===== config.mk =====
export PLATFORM = sky130hd
export DESIGN_NAME = io_bus_master
export DESIGN_NICKNAME = d
export VERILOG_FILES = /design/src/rtl/io_bus_master.sv
export SDC_FILE = /design/constraint.sdc
export NUM_CORES = 1
export LEC_CHECK = 0
export CAP_MARGIN = 20
export CORE_MARGIN = 4
export CORE_UTILIZATION = 42
export DETAILED_ROUTE_END_ITERATION = 6
export HOLD_SLACK_MARGIN = 0.08
export PLACE_DENSITY = 0.88
export SYNTH_ARGS = -nofsm -noshare
export SYNTH_HDL_FRONTEND = slang
export SYNTH_SLANG_ARGS = --single-unit
export TNS_END_PERCENT = 20

===== constraint.sdc =====
create_clock -name clk -period 4.1 [get_ports clk]
set_clock_uncertainty 0.1 [all_clocks]
set_input_delay 0.82 -clock clk [delete_from_list [all_inputs] [get_ports clk]]
set_output_delay 0.82 -clock clk [all_outputs]
set_load 0.02 [all_outputs]

===== src/rtl/io_bus_master.sv =====
`default_nettype none
// ============================================================================
// io_bus_master : bridges the CPU load/store port onto the MMIO I/O bus
// Revision      : 1.0
// ============================================================================
module io_bus_master #(
  parameter logic [31:0] BASE_ADDR  = 32'hC000_0000,
  parameter int          ADDR_WIDTH = 11,
  parameter int          RD_LATENCY = 1
) (
  input  logic        clk,
  input  logic        reset,
  input  logic        req_valid,
  output logic        req_ready,
  input  logic        req_we,
  input  logic [31:0] req_addr,
  input  logic [3:0]  req_be,
  input  logic [31:0] req_wdata,
  output logic        rsp_valid,
  input  logic        rsp_ready,
  output logic [31:0] rsp_rdata,
  output logic        rsp_err,
  output logic        bus_cs,
  output logic        bus_wr,
  output logic        bus_rd,
  output logic [31:0] bus_addr,
  output logic [31:0] bus_wr_data,
  input  logic [31:0] bus_rd_data
);

  localparam int               CNT_W    = (RD_LATENCY > 1) ? $clog2(RD_LATENCY) : 1;
  localparam logic [32:0]      WIN_LO   = {1'b0, BASE_ADDR};
  localparam logic [32:0]      WIN_HI   = WIN_LO + (33'd1 << ADDR_WIDTH);
  localparam logic [31:0]      OFF_MASK = (32'd1 << ADDR_WIDTH) - 32'd1;
  localparam logic [CNT_W-1:0] CNT_LOAD = CNT_W'(RD_LATENCY - 1);

  if (WIN_HI > 33'h1_0000_0000) begin : g_window_wraps
    $error("io_bus_master: BASE_ADDR + 2**ADDR_WIDTH wraps past 2**32");
  end
  if (RD_LATENCY < 1) begin : g_bad_latency
    $error("io_bus_master: RD_LATENCY must be at least 1");
  end
  if (ADDR_WIDTH < 3 || ADDR_WIDTH > 31) begin : g_bad_width
    $error("io_bus_master: ADDR_WIDTH out of range");
  end
  if ((BASE_ADDR & OFF_MASK) != 32'd0) begin : g_unaligned_base
    $error("io_bus_master: BASE_ADDR not aligned to the window size");
  end

  typedef enum logic [2:0] {
    S_IDLE    = 3'd0,
    S_WR      = 3'd1,
    S_RD      = 3'd2,
    S_RD_WAIT = 3'd3,
    S_RESP    = 3'd4
  } state_e;

  state_e             state_q, state_d;
  logic               req_ready_q, req_ready_d;
  logic               rsp_valid_q, rsp_valid_d;
  logic [31:0]        rsp_rdata_q, rsp_rdata_d;
  logic               rsp_err_q, rsp_err_d;
  logic               bus_cs_q, bus_cs_d;
  logic               bus_wr_q, bus_wr_d;
  logic               bus_rd_q, bus_rd_d;
  logic [31:0]        bus_addr_q, bus_addr_d;
  logic [31:0]        bus_wr_data_q, bus_wr_data_d;
  logic [CNT_W-1:0]   cnt_q, cnt_d;

  logic               w_in_range;
  logic               w_req_err;
  logic [31:0]        w_word_off;

  // 33-bit compare so a window ending exactly at 2^32 still checks correctly
  assign w_in_range = ({1'b0, req_addr} >= WIN_LO) && ({1'b0, req_addr} < WIN_HI);
  assign w_req_err  = !w_in_range || (req_addr[1:0] != 2'b00) ||
                      (req_we && (req_be != 4'hF));
  assign w_word_off = ((req_addr - BASE_ADDR) & OFF_MASK) >> 2;

  always_comb begin
    state_d       = state_q;
    rsp_valid_d   = rsp_valid_q;
    rsp_rdata_d   = rsp_rdata_q;
    rsp_err_d     = rsp_err_q;
    bus_cs_d      = 1'b0;
    bus_wr_d      = 1'b0;
    bus_rd_d      = 1'b0;
    bus_addr_d    = bus_addr_q;
    bus_wr_data_d = bus_wr_data_q;
    cnt_d         = cnt_q;

    case (state_q)
      S_IDLE: begin
        if (req_valid && req_ready_q) begin
          if (w_req_err) begin
            state_d     = S_RESP;
            rsp_valid_d = 1'b1;
            rsp_err_d   = 1'b1;
            rsp_rdata_d = 32'd0;
          end else begin
            bus_cs_d   = 1'b1;
            bus_addr_d = w_word_off;
            cnt_d      = CNT_LOAD;
            if (req_we) begin
              state_d       = S_WR;
              bus_wr_d      = 1'b1;
              bus_wr_data_d = req_wdata;
            end else begin
              state_d  = S_RD;
              bus_rd_d = 1'b1;
            end
          end
        end
      end
      S_WR: begin
        state_d     = S_RESP;
        rsp_valid_d = 1'b1;
        rsp_err_d   = 1'b0;
        rsp_rdata_d = 32'd0;
      end
      // The strobe cycle and the wait cycles share the countdown
      S_RD, S_RD_WAIT: begin
        if (cnt_q == '0) begin
          state_d     = S_RESP;
          rsp_valid_d = 1'b1;
          rsp_err_d   = 1'b0;
          rsp_rdata_d = bus_rd_data;
        end else begin
          state_d = S_RD_WAIT;
          cnt_d   = cnt_q - CNT_W'(1);
        end
      end
      S_RESP: begin
        if (rsp_ready) begin
          state_d     = S_IDLE;
          rsp_valid_d = 1'b0;
        end
      end
      default: state_d = S_IDLE;
    endcase

    req_ready_d = (state_d == S_IDLE);
  end

  always_ff @(posedge clk or negedge reset) begin
    if (!reset) begin
      state_q       <= S_IDLE;
      req_ready_q   <= 1'b0;
      rsp_valid_q   <= 1'b0;
      rsp_rdata_q   <= 32'd0;
      rsp_err_q     <= 1'b0;
      bus_cs_q      <= 1'b0;
      bus_wr_q      <= 1'b0;
      bus_rd_q      <= 1'b0;
      bus_addr_q    <= 32'd0;
      bus_wr_data_q <= 32'd0;
      cnt_q         <= '0;
    end else begin
      state_q       <= state_d;
      req_ready_q   <= req_ready_d;
      rsp_valid_q   <= rsp_valid_d;
      rsp_rdata_q   <= rsp_rdata_d;
      rsp_err_q     <= rsp_err_d;
      bus_cs_q      <= bus_cs_d;
      bus_wr_q      <= bus_wr_d;
      bus_rd_q      <= bus_rd_d;
      bus_addr_q    <= bus_addr_d;
      bus_wr_data_q <= bus_wr_data_d;
      cnt_q         <= cnt_d;
    end
  end

  assign req_ready   = req_ready_q;
  assign rsp_valid   = rsp_valid_q;
  assign rsp_rdata   = rsp_rdata_q;
  assign rsp_err     = rsp_err_q;
  assign bus_cs      = bus_cs_q;
  assign bus_wr      = bus_wr_q;
  assign bus_rd      = bus_rd_q;
  assign bus_addr    = bus_addr_q;
  assign bus_wr_data = bus_wr_data_q;

endmodule
`default_nettype wire

==> metrics.md, run 1 <==
| Metric | Value |
|---|---|
| Post-route ant nets | 0 |
| Cells after Synth | 312 |
| RSZ-0062 raised after global routing | false |
| Slew headroom | 58.75% |
| DR WL/cell | about 17 um |
| Power share of the clock group | 24.3% |
| Fmax | 0.3468 GHz |
| H-tree levels | 3 |
| Worst hold path class | in2async |
| Postcts setup bufs | 0 |
| CP cell instances | clkdlybuf4s50_1 > nor4_1 > and4_1 > and4_4 > mux2_2 |
| Ys async rst share | 100.0% |
| Multi-input logic area | 1464 um2 |
| Seq/Total Area, Yosys | between 50% and 60% |
| Final non-filler cell total | 603 |
| Register area | ~2000 um2 |
| Peak supply drop | approximately 0.40 mV |
| Number of synthesized flops with an enable pin | 0 |
| Largest net degree at the start of global routing | 83 |
| Crit path time final | just under 3 ns |
| Vias per cell | 5.022 |
| Leak | 2.637 nW |
| Initial Utilization | 43.00% |
| Die area | about 11000 um2 |
| WP data arrival | 3.01 ns |
| CP Capture Type | register |
| # DRC | 0 |
| Run status | complete, no violations |
| Die W | a little over 100 um |
| Setup TNS | 0 ns |
| Most used DFF post-synth | dfrtp_1 |
| Worst path buffer plus inverter count | 1 |
| Max Slew Vio Count | 0 |
| Post-Syn Area | 3750 um2 |
| Sw frac | approximately 34% |
| GRT Resource Usage Total | 19.09% |
| Post-CTS Hold Buffers | 0 |
| Leading area contributor after synthesis | dfrtp_1 |
| Final nets | between 500 and 600 |
| Final HPWL DP | 7616 um |
| Yosys warns | 0 |
| I/O pin cnt | around 210 |
| Max Cap Viol | 0 |
| DP Cell Count | 585 |
| Crit path max-delay family | simple AND/OR/NAND/NOR gates |
| Clock Tree Buf Depth | 2 |
| GP Congestion | 0.7551 |
| Power per Cell Area | 511.4 nW/um2 |
| Logic pwr share | a little under two fifths |
| First-pass GRT wire length | 15610 um |
| Cell variety after synth | 34 |
| Clk pin slew, worst setup/hold paths | 0.08 ns |
| Tcrit/Tclk final | 70.33% |
| Grt ovf | 0 |
| NetSw | 1.004 mW |
| Fraction of layout cells with a size suffix above 1 | 13.74% |
| Vias | 3028 |
| CP max-delay cell | and4_4 |
| Flop pwr share | a little under two fifths |
| Chip height | 102.5 um |
| Critical path type | in2reg |
| Root Buffer Master | clkbuf_8 |
| Crit path required time | about 4.2 ns |
| Iteration count of the initial detailed-routing pass | 4 |
| Register bit total from synthesis | 82 |
| Number of global-route vias before repair | ~3.1k |
| Critical path fanouts, max | 33 |
| Endpoints failing setup | 0 |
| Number of diodes | 0 |
| Antenna violations before repair | 0 |
| CTS tree | built |
| Post-cts resize count | 0 |
| Final WL | about 10000 um |
| Final core utilization | 66.48% |
| Synth top area share | 54.72% |
| Site Rows | 34 |
| Mean area per synthesized cell | 12.02 um2 |
| 1st-iter DRT viols | 123 |
| Final hold vios | 0 |
| Tightest Pin Transition | 0.6187 ns |
| Ranking of synthesized cells by area | dfrtp_1 (55%), mux2_4 (12%), buf_4 (4.8%) |
| Max stage delay on crit path | 0.67 ns |
| Startpoint Class | input pin |
| Synth-to-Final Area Change | 54.62% |
| Port-buffer cells | 183 |
| Pint | between 1.5 and 2 mW |
| Core footprint | 8721 um2 |
| Inserted Clock Buffers | 9 |
| Total of fill cells in the finished design | 642 |
| Clock Sinks | 82 |
| Worst skew pair latency | 0.33 ns |
power groups by stage:
stage,clock network (mW),registers [mW],logic [mW]
6_report,0.721,1.14,1.11
3_5_place_dp,0,1.15,1.11
5_1_grt,0.779,1.16,1.19
3_3_place_gp,0,1.14,1.08
4_1_cts,0.745,1.14,1.12
2_1_floorplan,0,1.33,0.361
synth_stat cells (2+ instances only):
cell type,count
a21oi_1,16
a22oi_1,17
and3_1,15
and4_1,2
buf_12,4
buf_4,24
clkbuf_1,13
dfrtp_1,82
inv_1,2
mux2_2,12
mux2_4,29
nand2_1,35
nor2_1,5
nor4_1,3
o21ai_0,34
worst reg2reg max path: stages, from the launching register on:
cell	delay, ns
dfrtp_1	0.58
or2_4	0.35
nor3_4	0.24
and4_4	0.67
mux2_2	0.44
cells in the final DEF (no fill, tap or decap), drive strengths merged, types with 2 or more instances in the layout:
cell,count
nor2,5
buf,6
nand2,35
and3,15
dfrtp,82
mux2,41
a22oi,17
nand4,2
clkbuf,12
nor4,3
conb,23
and4,3
bufinv,3
inv,2
a21oi,16
nor3,2
o21ai,34
clkdlybuf4s50,182
registers in the layout, indices dropped and copies added, names as in the netlist:
name,cells
rsp_err,1
rsp_valid,1
bus_wr,1
bus_cs,1
bus_addr,9
bus_rd,1
state_q,3
req_ready,1
rsp_rdata,32
bus_wr_data,32
area by class of cell:
type	instances	area share, %
flip-flops and latches	82	35.39
repair buffers	188	32.54
multi-input cells	207	25.25
clock buffers	12	2.676
well taps	108	2.331
clock inverters	4	1.683
inverters	2	0.1295
path summary, 6_finish.rpt:
path	from	end	slack, ns	depth (start not counted)
worst min-delay path	reset	rsp_rdata[10]$_DFFE_PN0P_	0.20	1
min in group clk	rsp_err$_DFFE_PN0P_	rsp_err$_DFFE_PN0P_	0.39	1
max in group asynchronous	reset	bus_wr_data[3]$_DFFE_PN0P_	3.13	2
worst min register to register	rsp_err$_DFFE_PN0P_	rsp_err$_DFFE_PN0P_	0.39	1
worst max register to register	state_q[1]$_DFF_PN0_	bus_wr_data[0]$_DFFE_PN0P_	1.62	4
worst max-delay path	req_addr[26]	bus_wr_data[0]$_DFFE_PN0P_	1.22	5
metal layers:
| layer | global-route usage (%) | part of all wire, % | vias up |
|---|---|---|---|
| met5 | 0 | 0 | - |
| met4 | 5.247 | 0.72 | 0 |
| met3 | 6.766 | 9.5 | 8 |
| met2 | 33.81 | 53 | 145 |
| met1 | 21.81 | 36 | 1465 |
| li1 | - | - | 1410 |
cell families after synthesis:
| family | count (synthesis) | synth area share [%] |
|---|---|---|
| other | 1 | 0.1000 |
| buffers and inverters | 45 | 8.675 |
| multiplexers | 41 | 15.22 |
| AND/OR/NAND/NOR | 70 | 9.877 |
| flip-flops | 82 | 54.72 |
| AO/OA/AOI/OAI | 73 | 11.41 |
metrics by stage:
step                      hold WS (ns)  instance area, um2  total power [mW]  worst slack (ns)
after global placement          0.3770                5510             2.217            0.9558
after floorplan                 0.4244                3832             1.694             1.732
after CTS                       0.3968                5763             2.998             1.231
after detailed placement        0.3780                5510             2.262            0.8463
after global routing            0.1706                5798             3.137             1.112
final                           0.1996                5798             2.965             1.217
Note: power is estimated with default switching activity, not from simulation.
==> run 2: changes to the inputs <==
CORE_UTILIZATION = 35   (was 42)
PLACE_DENSITY = 0.79   (was 0.88)
clock period = 2.5 ns   (was 4.1 ns; I/O delays follow)
==> run 2 against run 1 <==
Compared with the run above: non-clock buffer count grew 10; via count up 0.26%; critical path depth increased by 1; die area grew 18%; global-route usage decreased by 3.0 points; largest power group unchanged; wire length down 0.64%; largest cell class unchanged; combinational power rose by 63%; sequential share of layout area is 0.39 points lower; critical path type unchanged.
==> metrics.md, run 2 (synthesized netlist as in run 1, its figures left out) <==
| Metric | Value |
|---|---|
| CP cell instances | clkdlybuf4s50_1 > nor4_1 > and4_1 > and4_4 > buf_12 > mux2_2 |
| Power per Cell Area | 786.4 nW/um2 (+54%) |
| Chip height | 111.5 um (+8.8%) |
| CTS tree | built |
| DR WL/cell | 15.95 um (-6.5%) |
| Site Rows | 37 (+8.8%) |
| Top sig layer | met4 |
| Max stage delay on crit path | 0.41 ns (-0.26 ns) |
| Worst hold path class | reg2reg |
| Setup TNS | 0 ns (unchanged) |
| RR Startpoint | state_q[2]$_DFF_PN0_ |
| Fmax | 0.4647 GHz |
| Final WL | 10220 um (-0.64%) |
| Final hold slack | 0.4071 ns (+0.2075 ns) |
| Overall power | 4.610 mW (+55%) |
| Flop pwr share | 41.0% (+2.7 points) |
| Worst skew pair latency | 0.34 ns (about the same) |
| DR WL met3 | 806 um (-17%) |
| Max Slew Vio Count | 0 (unchanged) |
| Post-CTS Hold Buffers | 1 (+1) |
| First-pass GRT wire length | 16330 um (+4.6%) |
| Postcts setup bufs | 0 (unchanged) |
| GP Congestion | 0.8072 (+6.9%) |
| Initial Utilization | 36.16% (-6.8 points) |
| Die W | 111.5 um (+8.8%) |
| H-tree levels | 3 (unchanged) |
| Pint | 2.967 mW (+51%) |
| Synth-to-Final Area Change | 56.32% |
| Largest net degree at the start of global routing | 44 (-47%) |
| Logic pwr share | 39.2% (+1.8 points) |
| Register area | 2052 um2 (unchanged) |
| R2r setup slk | 0.44 ns (-1.18 ns) |
| Post-cts resize count | 0 (unchanged) |
| NetSw | 1.643 mW (+64%) |
| Hold path cells | 1 |
| Sw frac | 35.64% (+1.8 points) |
| Clock Tree Buf Depth | 2 (unchanged) |
| Slack of the critical path | 0.3479 ns (-0.8687 ns) |
| Grt ovf | 0 (unchanged) |
| Vias per cell | 4.736 (-5.7%) |
| Startpoint Class | input pin |
| I/O pin cnt | 207 (unchanged) |
| Crit path time final | 2.152 ns |
| Commonest non-fill, non-tap cell in the layout | clkdlybuf4s50_1 |
| Tcrit/Tclk final | between 80% and 90% |
| Total of fill cells in the finished design | 887 (+38%) |
| Core footprint | 10370 um2 (+19%) |
| Run status | complete, no violations |
| Crit path required time | 2.63 ns (-1.60 ns) |
| Antenna violations before repair | 0 (unchanged) |
| Clk pin slew, worst setup/hold paths | 0.08 ns (about the same) |
| M1 WL | 4177 um (+11%) |
| Final HPWL DP | 7766 um (+2.0%) |
| Port-buffer cells | 183 (unchanged) |
| Power share of the clock group | 19.8% (-4.5 points) |
| Reg2reg end | rsp_rdata[0]$_DFFE_PN0P_ |
| HP Start | rsp_err$_DFFE_PN0P_ |
| GRT Resource Usage Total | 16.12% (-3.0 points) |
| Peak supply drop | 0.5149 mV (+28%) |
| Number of diodes | 0 (unchanged) |
| CP Capture Type | register |
| Root Buffer Master | clkbuf_8 |
| Critical path type | in2reg |
| Fraction of layout cells with a size suffix above 1 | 15.05% (+1.3 points) |
| Critical path fanouts, max | 33 (unchanged) |
| RSZ-0062 raised after global routing | false |
| Commonest cells after routing, fill and taps aside | clkdlybuf4s50_1 (182), dfrtp_1 (82), nand2_1 (35) |
| Number of global-route vias before repair | 3137 (-0.25%) |
| Leak | 2.658 nW (+0.80%) |
| Post-route ant nets | 0 (unchanged) |
| CP max-delay cell | clkdlybuf4s50_1 |
| Final nets | 605 (+1.7%) |
| Tightest Pin Transition | 0.5265 ns (-0.09221 ns) |
| Endpoints failing setup | 0 (unchanged) |
| DP Cell Count | 624 (+6.7%) |
| Slew headroom | 64.90% (+6.1 points) |
| # DRC | 0 (unchanged) |
| Final hold vios | 0 (unchanged) |
| Setup WS pre-CTS | -0.02442 ns (-0.8707 ns) |
| Worst Hold End | rsp_err$_DFFE_PN0P_ |
| DR WL met2 | 5156 um (-5.9%) |
| Max Cap Viol | 0 (unchanged) |
| Worst R2R Path Depth | 5 (+1) |
| Die area | 12430 um2 (+18%) |
| Clock Sinks | 82 (unchanged) |
| WP data arrival | 2.28 ns (-0.73 ns) |
| Iteration count of the initial detailed-routing pass | 4 (unchanged) |
| 1st-iter DRT viols | 166 (+35%) |
| Inserted Clock Buffers | 9 (unchanged) |
| Final non-filler cell total | 641 (+6.3%) |
| Vias | 3036 (+0.26%) |
| Multi-input logic area | 1464 um2 (unchanged) |
run 2: layer usage:
layer	global-route usage (%)	vias up
met2	27.54	138
met5	0	-
met3	5.326	8
met4	4.136	0
li1	-	1426
met1	19.72	1464
run 2: final cells by class:
cell class              instances  share of cell area (%)
clock inverters                 5                  0.9392
flip-flops and latches         82                   35.01
clock buffers                  11                   2.241
well taps                     136                   2.903
repair buffers                198                   33.81
multi-input cells             207                   24.97
inverters                       2                  0.1281
run 2: critical path, delay by kind of cell:
family / cells / cell delay (ns)
AND/OR/NAND/NOR: 3 / 0.74
buffers and inverters: 2 / 0.65
multiplexers: 1 / 0.38
run 2: power groups by stage:
stage	logic [mW]	registers, mW	clock network, mW
after detailed placement	1.82	1.91	0
after global routing	1.96	1.93	1.02
final	1.81	1.89	0.914
after floorplan	0.591	2.19	0
after CTS	1.82	1.89	0.956
after global placement	1.77	1.89	0
run 2: metrics by stage:
step	utilization [%]	cell area [um2]
2_1_floorplan	-	3832
4_1_cts	56.53	5862
6_report	56.53	5862
3_5_place_dp	54.63	5665
3_3_place_gp	54.56	5658
5_1_grt	56.53	5862
run 2: how the worst max path moves through the flow:
stage                                             end          from  depth (start not counted)
after floorplan           bus_wr_data[10]$_DFFE_PN0P_  req_addr[15]                          7
after global placement     bus_wr_data[0]$_DFFE_PN0P_  req_addr[23]                          6
after detailed placement   bus_wr_data[0]$_DFFE_PN0P_  req_addr[26]                          6
after CTS                  bus_wr_data[0]$_DFFE_PN0P_  req_addr[26]                          6
after global routing       bus_wr_data[0]$_DFFE_PN0P_   req_addr[0]                          6
final                      bus_wr_data[0]$_DFFE_PN0P_  req_addr[26]                          6
==> run 3: changes to the inputs <==
clock period = 1.83 ns   (was 2.5 ns; I/O delays follow)
==> run 3 against run 2 <==
Compared with the run above: the run now ends with setup timing left; cell count increased by 3.1%; critical path depth unchanged; design area grew 5.8%; sequential power increased by 34%; core utilization up 3.3 points; register-to-register slack got worse by 0.53 ns; count of clock-buffer cells in the layout down 2; die area unchanged; setup slack worse by 0.44 ns; hold slack worse by 0.0096 ns; sequential cell count is the same; via count grew 3.8%; critical path type is now reg2reg.
==> metrics.md, run 3 (synthesized netlist as in run 1, its figures left out) <==
| Metric | Value |
|---|---|
| Worst R2R Path Depth | 6 (+1) |
| Fmax | 0.5196 GHz |
| Max Cap Viol | 0 (unchanged) |
| Placed inst area | 5723 um2 (+1.0%) |
| WP data arrival | 2.05 ns (-0.23 ns) |
| Finished Cell Area | 6205 um2 (+5.8%) |
| Worst skew pair latency | 0.34 ns (about the same) |
| Fraction of layout cells with a size suffix above 1 | 19.05% (+4.0 points) |
| Chip height | 111.5 um (unchanged) |
| Slack of the critical path | -0.09455 ns (-0.4425 ns) |
| Crit path time final | 1.925 ns |
| Failing checks | setup timing |
| First-pass GRT wire length | 16800 um (+2.9%) |
| Tcrit/Tclk final | 105.2% |
| Final HPWL DP | 7556 um (-2.7%) |
| DP Cell Count | 630 (+0.96%) |
| Crit path required time | 1.95 ns (-0.68 ns) |
| Final nets | 625 (+3.3%) |
| Final core utilization | 59.83% (+3.3 points) |
| Critical path fanouts, max | 9 (-73%) |
| Peak supply drop | 0.6647 mV (+29%) |
| Post-route ant nets | 0 (unchanged) |
| Commonest cells after routing, fill and taps aside | clkdlybuf4s50_1 (95), dfrtp_1 (82), dlymetal6s2s_1 (48) |
| Final hold slack | 0.3975 ns (-0.009617 ns) |
| Initial Utilization | 36.16% (unchanged) |
| Setup TNS | -1.647 ns (-1.647 ns) |
| 1st-iter DRT viols | 119 (-28%) |
| GRT Resource Usage Total | 16.68% (+0.56 points) |
| Final hold vios | 0 (unchanged) |
| Clk pin slew, worst setup/hold paths | 0.08 ns (about the same) |
| DR WL/cell | 16.41 um (+2.9%) |
| Leak | 3.566 nW (+34%) |
| Grt ovf | 0 (unchanged) |
| Core footprint | 10370 um2 (unchanged) |
| Number of diodes | 0 (unchanged) |
| Setup WS pre-CTS | -0.5951 ns (-0.5707 ns) |
| Worst hold path class | reg2reg |
| Max Slew Vio Count | 0 (unchanged) |
| Synth-to-Final Area Change | 65.47% |
| CTS tree | built |
| Largest net degree at the start of global routing | 83 (+89%) |
| Die area | 12430 um2 (unchanged) |
| I/O pin cnt | 207 (unchanged) |
| Critical path type | reg2reg |
| Overall power | 6.377 mW (+38%) |
| CP Capture Type | register |
| Hold path cells | 1 (unchanged) |
| Startpoint Class | register |
| # DRC | 0 (unchanged) |
| Endpoints failing setup | 29 (+29) |
| Clock Tree Buf Depth | 2 (unchanged) |
| Run status | complete, but fails checks |
| Site Rows | 37 (unchanged) |
| Clock Sinks | 82 (unchanged) |
| Root Buffer Master | clkbuf_8 |
| GP Congestion | 0.7758 (-3.9%) |
| Port-buffer cells | 183 (unchanged) |
| Inserted Clock Buffers | 9 (unchanged) |
| Vias per cell | 4.766 (+0.62%) |
| Die W | 111.5 um (unchanged) |
| Vias | 3150 (+3.8%) |
| Power per Cell Area | 1028 nW/um2 (+31%) |
| H-tree levels | 3 (unchanged) |
| Iteration count of the initial detailed-routing pass | 4 (unchanged) |
| RSZ-0062 raised after global routing | true |
| Final WL | 10850 um (+6.1%) |
| Number of global-route vias before repair | 3286 (+4.7%) |
| Antenna violations before repair | 0 (unchanged) |
| Final non-filler cell total | 661 (+3.1%) |
| Commonest non-fill, non-tap cell in the layout | clkdlybuf4s50_1 |
run 3: cell count changes in the layout (fill, tap and decap cells not counted), sizes merged:
cell,before,now
clkinv,2,1
buf,15,36
clkdlybuf4s50,182,95
dlymetal6s2s,0,48
inv,2,5
clkinvlp,2,1
dlygate4sd2,0,38
clkbuf,11,9
bufinv,1,2
run 3: cell type report:
class / count / area, um2
repair buffers: 218 / 2271
inverters: 2 / 7.507
well taps: 136 / 170.2
fillers: 841 / 4165
clock buffers: 9 / 123.9
flip-flops and latches: 82 / 2052
clock inverters: 7 / 98.84
multi-input cells: 207 / 1481
run 3: per-layer routing:
metal | share of wire (%) | GRT usage (%) | vias up
met3 | 6.6 | 4.946 | 7
met5 | 0 | 0 | -
met2 | 50 | 28.87 | 143
li1 | - | - | 1478
met1 | 42 | 20.43 | 1522
met4 | 0.80 | 4.298 | 0
run 3: critical path, stage by stage, from the launching register on:
cell and delay [ns]:
dfrtp_1 0.38, or2_4 0.26, nor3_4 0.19, and4_4 0.28
buf_6 0.14, buf_16 0.14, mux2_4 0.30
run 3: what timing repair did:
item / CTS / global route
gates cloned: 2 / 0
hold buffers: 1 / 0
hold endpoints to repair: 82 / 0
pin swaps: 10 / 2
buffers inserted: 8 / 6
endpoints found under the setup margin: 77 / 96
resized for setup: 50 / 50
run 3: report_power, final:
| part | leakage, nW | internal (mW) | switching [mW] |
|---|---|---|---|
| registers | 1.05 | 2.21 | 0.320 |
| clock network | 0.111 | 0.781 | 0.695 |
| logic | 2.41 | 1.07 | 1.30 |
| total | 3.57 | 4.07 | 2.31 |
run 3: worst paths after layout:
kind | startpoint | to | slack (ns)
setup / recovery | state_q[1]$_DFF_PN0_ | bus_wr_data[7]$_DFFE_PN0P_ | -0.09
hold / removal | rsp_err$_DFFE_PN0P_ | rsp_err$_DFFE_PN0P_ | 0.40
setup reg to reg | state_q[1]$_DFF_PN0_ | bus_wr_data[7]$_DFFE_PN0P_ | -0.09
hold reg to reg | rsp_err$_DFFE_PN0P_ | rsp_err$_DFFE_PN0P_ | 0.40
max in group asynchronous | reset | bus_rd$_DFF_PN0_ | 0.79
min in group asynchronous | reset | rsp_rdata[29]$_DFFE_PN0P_ | 0.49
